### src/rtl/mem_pkg.sv
// Memory-op encodings and response tags shared by the arbiter, LSU and memory model.
package mem_pkg;

  localparam int unsigned WORD_W   = 32;
  localparam int unsigned OP_W     = 2;
  localparam int unsigned STREAK_W = 4;

  localparam logic [OP_W-1:0] MEM_DISABLE   = 2'b00;
  localparam logic [OP_W-1:0] MEM_READ_SEXT = 2'b01;
  localparam logic [OP_W-1:0] MEM_READ_ZEXT = 2'b10;
  localparam logic [OP_W-1:0] MEM_WRITE     = 2'b11;

  typedef enum logic [1:0] {
    TAG_NONE = 2'd0,
    TAG_I    = 2'd1,
    TAG_D    = 2'd2
  } respTag_t;

  function automatic logic isReadOp(input logic [OP_W-1:0] op);
    return (op == MEM_READ_SEXT) || (op == MEM_READ_ZEXT);
  endfunction

endpackage

### src/rtl/arb_priority_streak.sv
// D-priority grant select with a bounded D streak so a waiting fetch is never starved.
module arb_priority_streak
  import mem_pkg::*;
#(
  parameter int unsigned MAX_D_STREAK = 4
) (
  input  logic                iValid,
  input  logic                dValid,
  input  logic                memReady,
  input  logic [STREAK_W-1:0] streak,
  output logic                iSel,
  output logic                dSel,
  output logic [STREAK_W-1:0] streakNext
);

  logic atLimit;

  assign atLimit = (streak >= STREAK_W'(MAX_D_STREAK));

  always_comb begin
    iSel       = 1'b0;
    dSel       = 1'b0;
    streakNext = streak;

    if (memReady) begin
      if (dValid && !(iValid && atLimit)) begin
        dSel = 1'b1;
      end else if (iValid) begin
        iSel = 1'b1;
      end
    end

    // A stalled cycle with I still waiting keeps the streak as-is.
    if (!iValid || iSel) begin
      streakNext = '0;
    end else if (dSel && !atLimit) begin
      streakNext = streak + STREAK_W'(1);
    end
  end

endmodule

### src/rtl/mem_port_arbiter.sv
// Arbitrates fetch (I) and load/store (D) onto one single-port memory and
// steers the 1-cycle read response back to the requester that issued it.
module mem_port_arbiter
  import mem_pkg::*;
#(
  parameter int unsigned MAX_D_STREAK = 4
) (
  input  logic              clk,
  input  logic              reset_n,

  input  logic              iReq,
  input  logic [WORD_W-1:0] iAddr,
  input  logic              iFlush,
  output logic              iGnt,
  output logic              iRvalid,
  output logic [WORD_W-1:0] iRdata,
  output logic [WORD_W-1:0] iRaddr,

  input  logic              dReq,
  input  logic [OP_W-1:0]   dOp,
  input  logic [WORD_W-1:0] dAddr,
  input  logic [WORD_W-1:0] dWdata,
  output logic              dGnt,
  output logic              dRvalid,
  output logic [WORD_W-1:0] dRdata,

  output logic [OP_W-1:0]   mOp,
  output logic [WORD_W-1:0] mAddr,
  output logic [WORD_W-1:0] mWdata,
  input  logic [WORD_W-1:0] mRdata,
  input  logic              mNotReady
);

  logic                iValid;
  logic                dValid;
  logic                iSel;
  logic                dSel;
  logic [STREAK_W-1:0] streak;
  logic [STREAK_W-1:0] streakNext;
  respTag_t            tag;
  respTag_t            tagNext;

  // Gating with reset_n keeps every memory-side output quiet while in reset.
  assign iValid = reset_n & iReq & ~iFlush;
  assign dValid = reset_n & dReq & (dOp != MEM_DISABLE);

  arb_priority_streak #(
    .MAX_D_STREAK(MAX_D_STREAK)
  ) uPrio (
    .iValid    (iValid),
    .dValid    (dValid),
    .memReady  (~mNotReady),
    .streak    (streak),
    .iSel      (iSel),
    .dSel      (dSel),
    .streakNext(streakNext)
  );

  always_comb begin
    iGnt    = iSel;
    dGnt    = dSel;
    mOp     = MEM_DISABLE;
    mAddr   = '0;
    mWdata  = '0;
    tagNext = TAG_NONE;
    if (iSel) begin
      mOp     = MEM_READ_ZEXT;
      mAddr   = iAddr;
      tagNext = TAG_I;
    end else if (dSel) begin
      mOp    = dOp;
      mAddr  = dAddr;
      mWdata = dWdata;
      if (isReadOp(dOp)) begin
        tagNext = TAG_D;
      end
    end
  end

  always_ff @(posedge clk or negedge reset_n) begin
    if (!reset_n) begin
      tag    <= TAG_NONE;
      streak <= '0;
      iRaddr <= '0;
    end else begin
      tag    <= tagNext;
      streak <= streakNext;
      if (iSel) begin
        iRaddr <= iAddr;
      end
    end
  end

  // A redirect in the response cycle kills the stale instruction.
  always_comb begin
    iRvalid = (tag == TAG_I) && !iFlush;
    dRvalid = (tag == TAG_D);
    iRdata  = iRvalid ? mRdata : '0;
    dRdata  = dRvalid ? mRdata : '0;
  end

endmodule
### config.mk
export PLATFORM = sky130hd
export DESIGN_NAME = mem_port_arbiter
export DESIGN_NICKNAME = d
export VERILOG_FILES = /design/src/rtl/mem_pkg.sv /design/src/rtl/arb_priority_streak.sv /design/src/rtl/mem_port_arbiter.sv
export SDC_FILE = /design/constraint.sdc
export NUM_CORES = 1
export LEC_CHECK = 0
export ABC_CLOCK_PERIOD_IN_PS = 1700
export CORE_AREA = 2 2 116 118
export DETAILED_ROUTE_END_ITERATION = 8
export DIE_AREA = 0 0 118 120
export PLACE_DENSITY_LB_ADDON = 0.08
export SLEW_MARGIN = 20
export SYNTH_ARGS = -nofsm -noshare
export SYNTH_HDL_FRONTEND = slang
export SYNTH_HIERARCHICAL = 1
export SYNTH_SLANG_ARGS = --single-unit
### constraint.sdc
create_clock -name clk -period 1.7 [get_ports clk]
set_input_delay 0.17 -clock clk [delete_from_list [all_inputs] [get_ports clk]]
set_output_delay 0.17 -clock clk [all_outputs]
set_load 0.02 [all_outputs]
==> results of run 1 <==
## cell families (layout without fill, tap and decap cells)
kind of cell    after synthesis  after routing  synth area share
mux                          32             32             0.161
other cells                   0              1                 0
buf+inv                      23            363            0.0685
compound gates               38             38             0.123
simple gates                115            115             0.276
flops                        38             38             0.362
fa+ha+maj                     2              2           0.00951
## critical path, delay by kind of cell (launching register included)
family	cells	cell delay [ps]
buf+inv	5	560
flops	1	430
compound gates	1	210
simple gates	3	430
## layer usage
layer | track usage | vias to the layer above | part of all wire
met2 | 0.297 | 167 | 0.52
li1 | - | 1532 | -
met5 | 0 | - | 0
met4 | 0.0331 | 0 | 0.0085
met1 | 0.187 | 1463 | 0.39
met3 | 0.0551 | 9 | 0.082
## power groups by stage
stage | clock network (uW) | logic [uW] | registers [uW]
after floorplan | 0 | 419 | 1430
after global placement | 0 | 1600 | 1200
after CTS | 1280 | 1680 | 1190
after global routing | 1330 | 1770 | 1210
final | 1250 | 1670 | 1190
after detailed placement | 0 | 1610 | 1200
## final cells by class
type / instances / area [sq um]
Fill cell: 1238 / 6560
Timing Repair Buffer: 352 / 3450
Multi-Input combinational cell: 187 / 1590
Sequential cell: 38 / 952
Tap cell: 176 / 220
Clock buffer: 6 / 139
Clock inverter: 2 / 60.1
Inverter: 3 / 11.3
Antenna cell: 1 / 2.50
## state kept, by name, indices dropped and copies added, names as in the netlist
signal  cells
streak      4
tag         2
iRaddr     32
## stage by stage
step | std cells | utilization | hold slack [ps] | power (uW) | TNS (ps)
floorplan | 248 | - | -126 | 1850 | -107
global placement | 722 | 0.456 | 151 | 2800 | -77590
detailed placement | 722 | 0.456 | 161 | 2800 | -83500
CTS | 753 | 0.500 | 57.9 | 4150 | -18910
global route | 765 | 0.495 | 86.7 | 4310 | -30080
finish | 765 | 0.495 | 36.8 | 4110 | -22630
## timing repair
action,CTS,global route
resized for setup,521,143
hold endpoints to repair,3,0
cloned,8,4
buffers inserted,14,11
setup endpoints to repair,158,140
hold buffers,1,0
pin swaps,5,17
## synthesized netlist by cell type
cell | n | area (sq um)
o21ai_1 | 1 | 5.00
and2b_1 | 1 | 7.51
a21o_1 | 1 | 7.51
a22o_1 | 32 | 280
nor2_1 | 4 | 15.0
and3_1 | 1 | 6.26
a21oi_1 | 1 | 5.00
mux2_2 | 15 | 169
buf_4 | 2 | 15.0
clkbuf_1 | 2 | 7.51
buf_2 | 4 | 20.0
o21a_1 | 1 | 7.51
o2bb2ai_1 | 1 | 8.76
nand3b_1 | 1 | 7.51
nand4bb_1 | 1 | 11.3
or4b_1 | 1 | 10.0
a32o_1 | 1 | 10.0
and2_1 | 99 | 619
nand2_1 | 4 | 15.0
inv_1 | 3 | 11.3
dfrtp_1 | 38 | 951
ha_1 | 2 | 25.0
nor2b_1 | 1 | 6.26
buf_8 | 1 | 15.0
nor3b_4 | 1 | 18.8
nor2b_2 | 1 | 8.76
clkbuf_2 | 2 | 10.0
mux2_4 | 17 | 255
buf_6 | 9 | 101
## how the worst max path moves through the flow
stage                          from         end  depth (start not counted)
final                     streak[2]  mWdata[23]                          9
after global routing      streak[2]  mWdata[26]                          9
after CTS                 streak[2]  mWdata[19]                          8
after detailed placement     dOp[1]  mWdata[16]                         10
after global placement       dOp[0]  mWdata[16]                         10
after floorplan              dOp[0]    mAddr[0]                          9
==> impl_metrics.tcl, run 1 <==
set metrics [dict create \
    outcome "finished with violations" \
    violations "negative setup slack" \
    cp.arrival_ps 1920 \
    pwr-share-comb 0.407 \
    fp.dieH_microns 120 \
    worst_slew_pin_slew_ps 452 \
    grt_pass1_wl_mm 18.0 \
    clk_latency_ps 280 \
    clkSinkCount 38 \
    pwr-share-seq 0.289 \
    num-nets-final 725 \
    drive_gt1_frac 0.432 \
    drt-initial-drc-count 52 \
    final_cell_mix "clkdlybuf4s50_1 (161), and2_1 (77), buf_6 (56)" \
    clock_path_buffers 2 \
    peakVddDrop_mv 0.402 \
    min_period_ps 2090 \
    critical_path.most_common_cell "buf_12" \
    max_slew_margin 0.699 \
    finalHoldViolCount 0 \
    reg2reg_slack_ps -150 \
    crit_path_max_incr_delay_ps 430 \
    core-area_sq_um 13000 \
    place_hpwl_mm 8.72 \
    cts_tree "built" \
    synth_fp_nets 386 \
    ys_ff_latch 38 \
    ys_warn_count 6 \
    antenna_found_initial 1 \
    syn_area_sq_um 2630 \
    crit_path_start_kind "flop" \
    p_leak_uw 0.00304 \
    synth_cells 248 \
    rows 42 \
    critPathSlowestCell "dfrtp_2" \
    pre_cts_ws_ps -910 \
    via_count 3171 \
    hold_path.class "in -> async" \
    crit_fanout 10 \
    grt_pass1_vias 3079 \
    grtUsageTotal 0.164 \
    switchingPower_uw 1140 \
    htree_num_levels 2 \
    setup_viol 95 \
    grt-ovfl-total 0 \
    floorplan.initialDensity 0.203 \
    final_area_sq_um 6420 \
    synth_area_per_cell_sq_um 10.6 \
    yosys.cell_types.count 29 \
    critPathKind "reg -> out" \
    grt_max_degree 36 \
    clk_pin_slew_ps 60 \
    drv_cap 0 \
    netSwitchingFraction 0.278 \
    cts_inserted_buffers 5 \
    worstRegToRegCells 9 \
    ys_seq_area_frac 0.362 \
    worstReg2RegEnd "iRaddr[9]" \
    area_delta_synth_final_pct 144 \
    r2r_start "streak[3]" \
    power_density_nw_per_um2 640 \
    cp_data_required_time_ps 1530 \
    setup_ws_ps -387 \
    cp_cell_sequence "o21a_1, nor2_4, nor2b_4, buf_12, buf_8, buf_12, buf_16, and2_2, buf_6" \
    drcViolationCount 0 \
    mostFrequentLayoutCell "clkdlybuf4s50_1" \
    fmax_mhz 479 \
    fp.dieW_microns 118 \
    drt-total-wl_mm 12.5 \
    detail-route-antenna-nets 0 \
    finalMaxSlewViolations 0 \
    viasPerCell 4.15 \
    dieArea_sq_um 14200 \
    portBuffers 301 \
    cts-root-buf "clkbuf_16" \
    drt-wirelength-per-cell_microns 16.3 \
    finalWeightedCongestion 0.764 \
    rsz0062_at_grt "true" \
    place_area_sq_um 5920 \
    cp-end-kind "output pin" \
    fin_crit_sh 1.23 \
    power.internal_uw 2970 \
    dr.pass1.iters 4 \
    pin_count 302 \
    skew_ps 3.88 \
    clock_power_share 0.304 \
]
Note: power is estimated with default switching activity, not from simulation.
==> inputs of run 2 (changes only) <==
CORE_AREA = 4 4 115 117   (was 2 2 116 118)
DIE_AREA = 0 0 119 121   (was 0 0 118 120)
==> run 2 against run 1 <==
  * Combinational power is essentially flat
  * Count of clock-buffer cells in the layout unchanged
  * Fmax up 3.6%
  * Core utilization is 3.5 points higher
  * Sequential cell count stayed put
  * Global-route usage fell by 0.23 points
  * Largest cell class unchanged
  * Critical endpoint is now mAddr[4]
  * The run still ends with negative setup slack left
  * Final cell count is 0.13% higher
  * Register-to-register slack better by 150 ps
  * Highest routed layer unchanged
  * Clock power fell by 26%
==> impl_metrics.tcl, run 2 (synthesis results as in run 1) <==
set metrics [dict create \
    max_slew_margin 0.673 \
    cts_tree "built" \
    finalPower_uw 3820 \
    worstRegToRegCells 7 \
    cts-root-buf "clkbuf_16" \
    drt-initial-drc-count 65 \
    hold_path.class "in -> async" \
    finalWeightedCongestion 0.777 \
    via_count 3239 \
    largest_reg_flops 32 \
    worst_slew_pin_slew_ps 491 \
    largest-register "iRaddr" \
    clk_latency_ps 280 \
    setup_viol 66 \
    critPathKind "reg -> out" \
    peakVddDrop_mv 0.454 \
    cp-end-kind "output pin" \
    dr.pass1.iters 4 \
    finalHoldViolCount 0 \
    area_delta_synth_final_pct 149 \
    fp.dieW_microns 119 \
    clk_pin_slew_ps 60 \
    crit_path_max_incr_delay_ps 410 \
    cts_inserted_buffers 5 \
    grt_pass1_wl_mm 18.5 \
    cp_data_required_time_ps 1530 \
    skew_ps 2.29 \
    clock_path_buffers 2 \
    p_leak_uw 0.00306 \
    rsz0062_at_grt "true" \
    fin_cells 766 \
    place_hpwl_mm 9.48 \
    crit_fanout 5 \
    dieArea_sq_um 14400 \
    power_density_nw_per_um2 583 \
    drive_gt1_frac 0.480 \
    drt-total-wl_mm 12.8 \
    top_usage_layer "met2" \
    critPathSlowestCell "dfrtp_1" \
    drv_cap 0 \
    drt-wirelength-per-cell_microns 16.7 \
    finalMaxSlewViolations 0 \
    mostFrequentLayoutCell "clkdlybuf4s50_1" \
    grt_use_met2 0.312 \
    grt_max_degree 39 \
    rows 41 \
    grt-ovfl-total 0 \
    fmax_mhz 496 \
    top_regs "iRaddr: 32 flops, streak: 4 flops, tag: 2 flops" \
    holdBufCountCts 0 \
    grt_pass1_vias 3438 \
    floorplan.initialDensity 0.213 \
    htree_num_levels 2 \
    cp.arrival_ps 1840 \
    dpl.cell_count 726 \
    diodes 0 \
    gr-usage-met1 0.174 \
    violations "negative setup slack" \
    num-nets-final 731 \
    clkSinkCount 38 \
    outcome "finished with violations" \
    fp.dieH_microns 121 \
    viasPerCell 4.23 \
    fin_crit_sh 1.18 \
    final_cell_mix "clkdlybuf4s50_1 (161), buf_6 (84), and2_1 (59)" \
    setup_ws_ps -314 \
    core-area_sq_um 12400 \
    crit_path_start_kind "flop" \
    pin_count 302 \
    grtUsageTotal 0.161 \
    drcViolationCount 0 \
    cp_cell_sequence "o21a_1, nor2_4, nor2b_4, buf_8, buf_12, buf_16, buf_6, a22o_1, buf_6" \
    use_met3 0.0494 \
    critical_path.most_common_cell "buf_6" \
    antenna_found_initial 0 \
    min_period_ps 2010 \
    portBuffers 301 \
    detail-route-antenna-nets 0 \
]
-- run 2: cell types whose count changed in the layout (fill, tap and decap cells not counted), moves of 5 or more --
cell and change:
and2_1 -18, buf_16 -7, and2_4 +23, buf_2 -19
and2_2 -5, buf_6 +28
-- run 2: metal layers --
layer  vias to the layer above  wire length [microns]  part of all wire
li1                       1538                      -                 -
met1                      1538                   4750              0.37
met2                       156                   6960              0.55
met3                         7                    939             0.074
met4                         0                    106            0.0083
met5                         -                      0                 0
-- run 2: final timing paths --
path	slack (ps)	endpoint	from
setup / recovery	-310	mAddr[4]	streak[3]
hold reg to reg	510	iRaddr[19]	iRaddr[19]
setup reg to reg	0	iRaddr[4]	streak[2]
hold / removal	50	iRaddr[18]	reset_n
max in group asynchronous	1320	iRaddr[11]	reset_n
min in group clk	390	tag[1]	dOp[1]
-- run 2: area by class of cell --
type                            instances  area (sq um)
Sequential cell                        38           951
Inverter                                3          11.3
Tap cell                              172           215
Clock inverter                          2          12.5
Timing Repair Buffer                  358          3570
Multi-Input combinational cell        187          1650
Fill cell                            1178          5810
Clock buffer                            6           139
-- run 2: stage by stage --
step | setup WS (ps) | hold slack [ps] | utilization | instance area [sq um] | TNS (ps)
floorplan | -5.33 | -126 | - | 2660 | -107
global placement | -942 | 338 | 0.483 | 5970 | -88620
detailed placement | -953 | 346 | 0.483 | 5970 | -90080
CTS | -365 | 56.1 | 0.530 | 6550 | -16870
global route | -399 | 84.2 | 0.530 | 6550 | -21710
finish | -314 | 46.0 | 0.530 | 6550 | -16430
-- run 2: what timing repair did --
item	4_1_cts	5_1_grt
cloned	5	5
hold endpoints to repair	0	0
setup buffers	25	5
setup endpoints to repair	160	142
resized for setup	634	109
pin swaps	17	30
-- run 2: worst max-delay path: cells and delay by family, from the launching register on --
kind | cells | cell delay (ps)
AO/OA/AOI/OAI | 2 | 360
buffers and inverters | 5 | 560
flip-flops | 1 | 410
AND/OR/NAND/NOR | 2 | 250
-- run 2: power by group --
group	internal [uW]	switching, uW	total, uW
combinational	1010	686	1700
sequential	1090	103	1190
clock	580	349	929
total	2680	1140	3820
